===== src/rtl/rv_pkg.sv =====
// Shared types for the load/store unit: op and exception encodings, FSM states, request payload.
package rv_pkg;

    localparam int unsigned XLEN   = 32;
    localparam int unsigned REG_AW = 5;
    localparam int unsigned CNT_W  = 16;

    typedef enum logic [1:0] {
        OP_ILL0 = 2'b00,
        OP_LW   = 2'b01,
        OP_SW   = 2'b10,
        OP_ILL3 = 2'b11
    } lsu_op_e;

    typedef enum logic [1:0] {
        EXC_NONE     = 2'b00,
        EXC_MISALIGN = 2'b01,
        EXC_ILLEGAL  = 2'b10,
        EXC_TIMEOUT  = 2'b11
    } exc_cause_e;

    typedef enum logic [1:0] {
        ST_IDLE = 2'b00,
        ST_REQ  = 2'b01,
        ST_WAIT = 2'b10,
        ST_RESP = 2'b11
    } lsu_state_e;

    typedef struct packed {
        lsu_op_e           op;
        logic [XLEN-1:0]   addr;
        logic [XLEN-1:0]   wdata;
        logic [REG_AW-1:0] rd;
    } lsu_req_t;

    function automatic logic op_is_legal(input lsu_op_e op);
        return (op == OP_LW) || (op == OP_SW);
    endfunction

endpackage


===== src/rtl/lsu_timeout_ctr.sv =====
// Load response watchdog: counts WAIT cycles; expired is high during the TIMEOUT_CYCLES-th cycle.
module lsu_timeout_ctr
    import rv_pkg::*;
#(
    parameter int unsigned TIMEOUT_CYCLES = 255
) (
    input  logic clk,
    input  logic rst_n,
    input  logic clear,
    input  logic enable,
    output logic expired
);

    logic [CNT_W-1:0] cnt_q;
    logic [CNT_W-1:0] cnt_inc;
    logic             expired_q;

    assign cnt_inc = cnt_q + CNT_W'(1);
    assign expired = expired_q;

    // expired is precomputed one edge ahead so it is a registered flag
    always_ff @(posedge clk or negedge rst_n) begin
        if (!rst_n) begin
            cnt_q     <= '0;
            expired_q <= 1'b0;
        end else if (clear) begin
            cnt_q     <= '0;
            expired_q <= (TIMEOUT_CYCLES == 32'd1);
        end else if (enable) begin
            cnt_q     <= cnt_inc;
            expired_q <= (cnt_inc == CNT_W'(TIMEOUT_CYCLES - 32'd1));
        end
    end

endmodule


===== src/rtl/load_store_unit.sv =====
// Single-outstanding load/store unit between the ALU stage and a req/gnt/rvalid data memory.
module load_store_unit
    import rv_pkg::*;
#(
    parameter int unsigned TIMEOUT_CYCLES = 255
) (
    input  logic              clk,
    input  logic              rst_n,
    input  logic              req_valid,
    output logic              req_ready,
    input  logic [1:0]        req_op,
    input  logic [XLEN-1:0]   req_addr,
    input  logic [XLEN-1:0]   req_wdata,
    input  logic [REG_AW-1:0] req_rd,
    output logic              mem_req,
    output logic              mem_we,
    output logic [XLEN-1:0]   mem_addr,
    output logic [XLEN-1:0]   mem_wdata,
    input  logic              mem_gnt,
    input  logic              mem_rvalid,
    input  logic [XLEN-1:0]   mem_rdata,
    output logic              wb_valid,
    output logic [REG_AW-1:0] wb_rd,
    output logic [XLEN-1:0]   wb_data,
    output logic              exc_valid,
    output logic [1:0]        exc_cause
);

    lsu_state_e        state_q, state_d;
    lsu_req_t          req_q, req_d;
    logic [XLEN-1:0]   rdata_q, rdata_d;
    logic              exc_d;
    exc_cause_e        cause_d;
    exc_cause_e        exc_cause_q;

    logic              req_ready_q;
    logic              mem_req_q, mem_we_q;
    logic [XLEN-1:0]   mem_addr_q, mem_wdata_q;
    logic              wb_valid_q;
    logic [REG_AW-1:0] wb_rd_q;
    logic [XLEN-1:0]   wb_data_q;
    logic              exc_valid_q;

    logic              accept_c;
    logic              ctr_clear_c, ctr_en_c, expired;

    assign accept_c    = req_valid && req_ready_q;
    assign ctr_clear_c = (state_q != ST_WAIT);
    assign ctr_en_c    = (state_q == ST_WAIT);

    lsu_timeout_ctr #(
        .TIMEOUT_CYCLES (TIMEOUT_CYCLES)
    ) u_timeout_ctr (
        .clk     (clk),
        .rst_n   (rst_n),
        .clear   (ctr_clear_c),
        .enable  (ctr_en_c),
        .expired (expired)
    );

    // Next-state, request capture and exception decision
    always_comb begin
        state_d = state_q;
        req_d   = req_q;
        rdata_d = rdata_q;
        exc_d   = 1'b0;
        cause_d = EXC_NONE;
        unique case (state_q)
            ST_IDLE: begin
                if (accept_c) begin
                    req_d.op    = lsu_op_e'(req_op);
                    req_d.addr  = req_addr;
                    req_d.wdata = req_wdata;
                    req_d.rd    = req_rd;
                    if (!op_is_legal(lsu_op_e'(req_op))) begin
                        exc_d   = 1'b1;
                        cause_d = EXC_ILLEGAL;
                    end else if (req_addr[1:0] != 2'b00) begin
                        exc_d   = 1'b1;
                        cause_d = EXC_MISALIGN;
                    end else begin
                        state_d = ST_REQ;
                    end
                end
            end
            ST_REQ: begin
                if (mem_gnt) begin
                    state_d = (req_q.op == OP_SW) ? ST_IDLE : ST_WAIT;
                end
            end
            ST_WAIT: begin
                // a response arriving on the last allowed cycle still completes the load
                if (mem_rvalid) begin
                    rdata_d = mem_rdata;
                    state_d = ST_RESP;
                end else if (expired) begin
                    exc_d   = 1'b1;
                    cause_d = EXC_TIMEOUT;
                    state_d = ST_IDLE;
                end
            end
            ST_RESP: begin
                state_d = ST_IDLE;
            end
            default: begin
                state_d = ST_IDLE;
            end
        endcase
    end

    // State and registered outputs, all derived from the next state
    always_ff @(posedge clk or negedge rst_n) begin
        if (!rst_n) begin
            state_q     <= ST_IDLE;
            req_q       <= '0;
            rdata_q     <= '0;
            req_ready_q <= 1'b0;
            mem_req_q   <= 1'b0;
            mem_we_q    <= 1'b0;
            mem_addr_q  <= '0;
            mem_wdata_q <= '0;
            wb_valid_q  <= 1'b0;
            wb_rd_q     <= '0;
            wb_data_q   <= '0;
            exc_valid_q <= 1'b0;
            exc_cause_q <= EXC_NONE;
        end else begin
            state_q     <= state_d;
            req_q       <= req_d;
            rdata_q     <= rdata_d;
            req_ready_q <= (state_d == ST_IDLE);
            mem_req_q   <= (state_d == ST_REQ);
            mem_we_q    <= (state_d == ST_REQ) && (req_d.op == OP_SW);
            mem_addr_q  <= (state_d == ST_REQ) ? req_d.addr : '0;
            mem_wdata_q <= ((state_d == ST_REQ) && (req_d.op == OP_SW)) ? req_d.wdata : '0;
            wb_valid_q  <= (state_d == ST_RESP) && (req_d.rd != '0);
            wb_rd_q     <= (state_d == ST_RESP) ? req_d.rd : '0;
            wb_data_q   <= (state_d == ST_RESP) ? rdata_d : '0;
            exc_valid_q <= exc_d;
            exc_cause_q <= cause_d;
        end
    end

    assign req_ready = req_ready_q;
    assign mem_req   = mem_req_q;
    assign mem_we    = mem_we_q;
    assign mem_addr  = mem_addr_q;
    assign mem_wdata = mem_wdata_q;
    assign wb_valid  = wb_valid_q;
    assign wb_rd     = wb_rd_q;
    assign wb_data   = wb_data_q;
    assign exc_valid = exc_valid_q;
    assign exc_cause = exc_cause_q;

endmodule


===== config.mk =====
export PLATFORM = sky130hd
export DESIGN_NAME = load_store_unit
export DESIGN_NICKNAME = d
export VERILOG_FILES = /design/src/rtl/rv_pkg.sv /design/src/rtl/lsu_timeout_ctr.sv /design/src/rtl/load_store_unit.sv
export SDC_FILE = /design/constraint.sdc
export NUM_CORES = 1
export LEC_CHECK = 0
export ABC_AREA = 0
export ABC_CLOCK_PERIOD_IN_PS = 2100
export BUFFER_PORTS_ARGS = -buffer_cell sky130_fd_sc_hd__clkbuf_2
export CORE_MARGIN = 2
export CORE_UTILIZATION = 35
export CTS_CLUSTER_DIAMETER = 30
export DETAILED_ROUTE_END_ITERATION = 16
export PLACE_DENSITY = 0.7
export SLEW_MARGIN = 10
export SYNTH_ARGS = -nofsm -noshare
export SYNTH_HDL_FRONTEND = slang
export SYNTH_HIERARCHICAL = 1
export SYNTH_SLANG_ARGS = --single-unit

===== constraint.sdc =====
create_clock -name clk -period 2.1 [get_ports clk]
set_clock_uncertainty 0.05 [all_clocks]
set_input_delay 0.315 -clock clk [delete_from_list [all_inputs] [get_ports clk]]
set_output_delay 0.315 -clock clk [all_outputs]
set_load 0.01 [all_outputs]

==> impl_metrics.toml <==
[synthesis]
synth_xor_xnor_area_share_pct = 1.94
syn-instance-count = 627
synthesis.area_per_instance_sq_um = 12.9
synth_top_flop_cell = "sky130_fd_sc_hd__dfrtp_1"
mappedNetlistNets = 737
synth_top_family_by_area = "compound AO/OA/AOI/OAI gates"
number_of_synthesized_register_bits = 198
post_synth_instance_area_sq_um = 8110
synth_edf_count = 0
post_synthesis_share_of_cell_area_spent_on_full_adders_half_adders_and_majority_gates_pct = 0.309
synth_async_sr_flop_share_pct = 100
ys_seq_area_share_pct = 61.1
yosys_warnings = 6
synth_cell_type_count = 52
synth.area.mux_share_pct = 9.26
compound_gate_portion_of_the_synthesized_area_pct = 10.8
synth_simple_gate_area_share_pct = 9.07

[cts]
cts_made_buffers = 17
clkSinkCount = 198
cts_max_path_buffers = 2
clk_pin_slew_worst_paths_ns = 0.07
worst_skew_pair.late_latency_ns = 0.42
cts_htree_levels = 4
tritoncts = "built"
clockRootBuffer = "sky130_fd_sc_hd__clkbuf_16"
cts_post_setup_buffers_inserted = 0

[worst_setup_path]
slowest_stage = "sky130_fd_sc_hd__dfrtp_1"
crit_path_max_incr_delay_ns = 0.45
cp_class = "flip-flop to flip-flop"
crit_fanout = 37
worst_path_most_repeated_cell = "sky130_fd_sc_hd__buf_12"
cp_cell_sequence = "nor4bb_4 -> buf_12 -> nand3_4 -> buf_12 -> a2111oi_1"
critPathCaptureType = "flip-flop"
critical_path_required_ns = 2.34
worstPathArrival_ns = 2.21
setup.worst_path.start_class = "flip-flop"

[floorplanning]
dieHeight_um = 156
initial_utilization_pct = 35.7
die_width_um = 156
ios = 216
die_area_sq_um = 24400
core-area_sq_um = 22700
rows = 55

[timing]
rsz0062_at_grt = "false"
timing_max_transition_violations_final = 0
worst_slew_pin_slew_ns = 0.517
clock.fmax_mhz = 508
min_period_over_period_pct = 93.7
shortest_period_the_worst_path_allows_ns = 1.97
setup_viol = 0
setup_total_negative_slack_ns = 0
maxSlewHeadroom_pct = 65.5
timing.final.ws_setup_ns = 0.133
final_worst_hold_slack_ns = 0.0711
timing_hold_violations_final = 0

[drt]
final_antenna_net_count = 0
detail_route.first_pass.iterations = 4
initialDrtViolationCount = 346
detail_route.drc_violations = 0
vias_per_cell = 4.77
route.vias.total = 5434
routedWlPerCell_um = 16.1
detail_route.wirelength_um = 18300

[cells_and_area]
layout.cells.most_common_list = "sky130_fd_sc_hd__clkbuf_2, sky130_fd_sc_hd__dfrtp_1, sky130_fd_sc_hd__inv_1"
num-fill-cells = 2120
final_net_count = 951
antenna-diode-count = 0
layout_cell_share_with_drive_strength_beyond_1_pct = 37.7
fin_util_pct = 45.1
layout_commonest_cell = "sky130_fd_sc_hd__clkbuf_2"
layout-area-overhead-vs-synth_pct = 26.2

[status]
result_of_the_run = "finished clean"

[global_route]
first_pass_grt_wire_length_um = 29200
pin_count_of_the_biggest_net_entering_global_routing = 58
global_route.usage.total_pct = 15.3
grt_overflow_total = 0
number_of_global_route_vias_before_repair = 5442
grt_antenna_before_repair = 1

[hold_path]
hold_path.class = "input port to flip-flop"

[power]
cellPowerDensity_nw_per_um2 = 1260
total_leakage_power_nw = 5.10
vdd.ir_drop.worst_uv = 534
power.total_mw = 12.9

[place]
dp.final_hpwl_um = 12600
place_ws_ns = 0.0763
finalWeightedCongestion = 0.792
portBuffers = 215

[flow_run]
maxCapViolCount = 0
registers in the layout (all words and copies together) (netlist names), 2 cells and up:
name	flops
req_q	71
mem_addr	32
mem_wdata	32
wb_data	32
u_timeout_ctr/cnt_q	16
wb_rd	5
exc_cause	2
state_q	2
worst max-delay path: cells and delay by family (launching register included):
family	cells	cell delay, ns
flip-flops	1	0.45
AND/OR/NAND/NOR	2	0.47
AO/OA/AOI/OAI	1	0.39
buffers and inverters	2	0.44
synthesized netlist by cell type, types with 3 or more instances:
master                      number  area share, %
sky130_fd_sc_hd__buf_6          13            1.8
sky130_fd_sc_hd__a2111oi_2      29            5.4
sky130_fd_sc_hd__xor2_1         11            1.2
sky130_fd_sc_hd__and3_1         36            2.8
sky130_fd_sc_hd__clkbuf_1       19           0.88
sky130_fd_sc_hd__nand3_1         3           0.19
sky130_fd_sc_hd__mux2i_1        68            8.4
sky130_fd_sc_hd__a211oi_1       35            3.2
sky130_fd_sc_hd__buf_2          10           0.62
sky130_fd_sc_hd__inv_1          72            3.3
sky130_fd_sc_hd__nand2_1        16           0.74
sky130_fd_sc_hd__a2111oi_0       3           0.32
sky130_fd_sc_hd__mux2_2          5           0.69
sky130_fd_sc_hd__and2_1          3           0.23
sky130_fd_sc_hd__dfrtp_1       198             61
sky130_fd_sc_hd__nor4_1          5           0.39
sky130_fd_sc_hd__nand4_1         7           0.54
sky130_fd_sc_hd__buf_4           5           0.46
sky130_fd_sc_hd__xnor2_1         7           0.76
sky130_fd_sc_hd__a21oi_1         4           0.25
sky130_fd_sc_hd__nor2_1         31            1.4
sky130_fd_sc_hd__o21ai_0         4           0.25
sky130_fd_sc_hd__nor2b_1         7           0.54
power by group:
group	switching (mW)	leakage [nW]	internal, mW
registers	0.385	2.58	5.00
clock network	1.51	0.287	1.83
logic	2.62	2.23	1.59
routing by layer:
metal / vias to the layer above / share of wire [%] / track usage (%)
met4: 2 / 0.82 / 4.11
met5: - / 0.087 / 0
met3: 12 / 5.8 / 4.54
met2: 135 / 48 / 24.4
li1: 2599 / - / -
met1: 2686 / 45 / 20.4
layout make-up:
type / instances / area [sq um] / area share (%)
Multi-Input combinational cell: 307 / 2610 / 25.5
Clock buffer: 19 / 443 / 4.33
Timing Repair Buffer: 245 / 1440 / 14.0
Tap cell: 285 / 357 / 3.48
Sequential cell: 198 / 4950 / 48.4
Clock inverter: 13 / 165 / 1.61
Inverter: 72 / 270 / 2.64
kinds of logic after synthesis:
logic type,after synthesis
flops,198
simple gates,126
buf+inv,122
mux,74
xor+xnor,18
compound gates,87
fa+ha+maj,2
what timing repair did:
item	4_1_cts	5_1_grt
hold endpoints to repair	53	0
resized for setup	0	2
setup endpoints to repair	0	2
hold buffers	1	0
metrics by stage:
step,instance area [sq um],instances
6_report,10200,1139
5_1_grt,10200,1139
4_1_cts,10200,1139
3_5_place_dp,9620,1106
3_3_place_gp,9620,1106
2_1_floorplan,8110,627
path summary, 6_finish.rpt:
check | depth (start not counted) | from | slack (ns) | endpoint
setup / recovery | 5 | state_q[1] | 0.13 | mem_wdata[31]
hold / removal | 3 | req_wdata[1] | 0.07 | req_q[6]
setup reg to reg | 5 | state_q[1] | 0.13 | mem_wdata[31]
hold reg to reg | 2 | req_q[62] | 0.43 | req_q[62]
max in group asynchronous | 3 | rst_n | 0.96 | mem_wdata[9]
min in group asynchronous | 2 | rst_n | 0.38 | req_q[47]
Power figures use the tool's default switching activity.
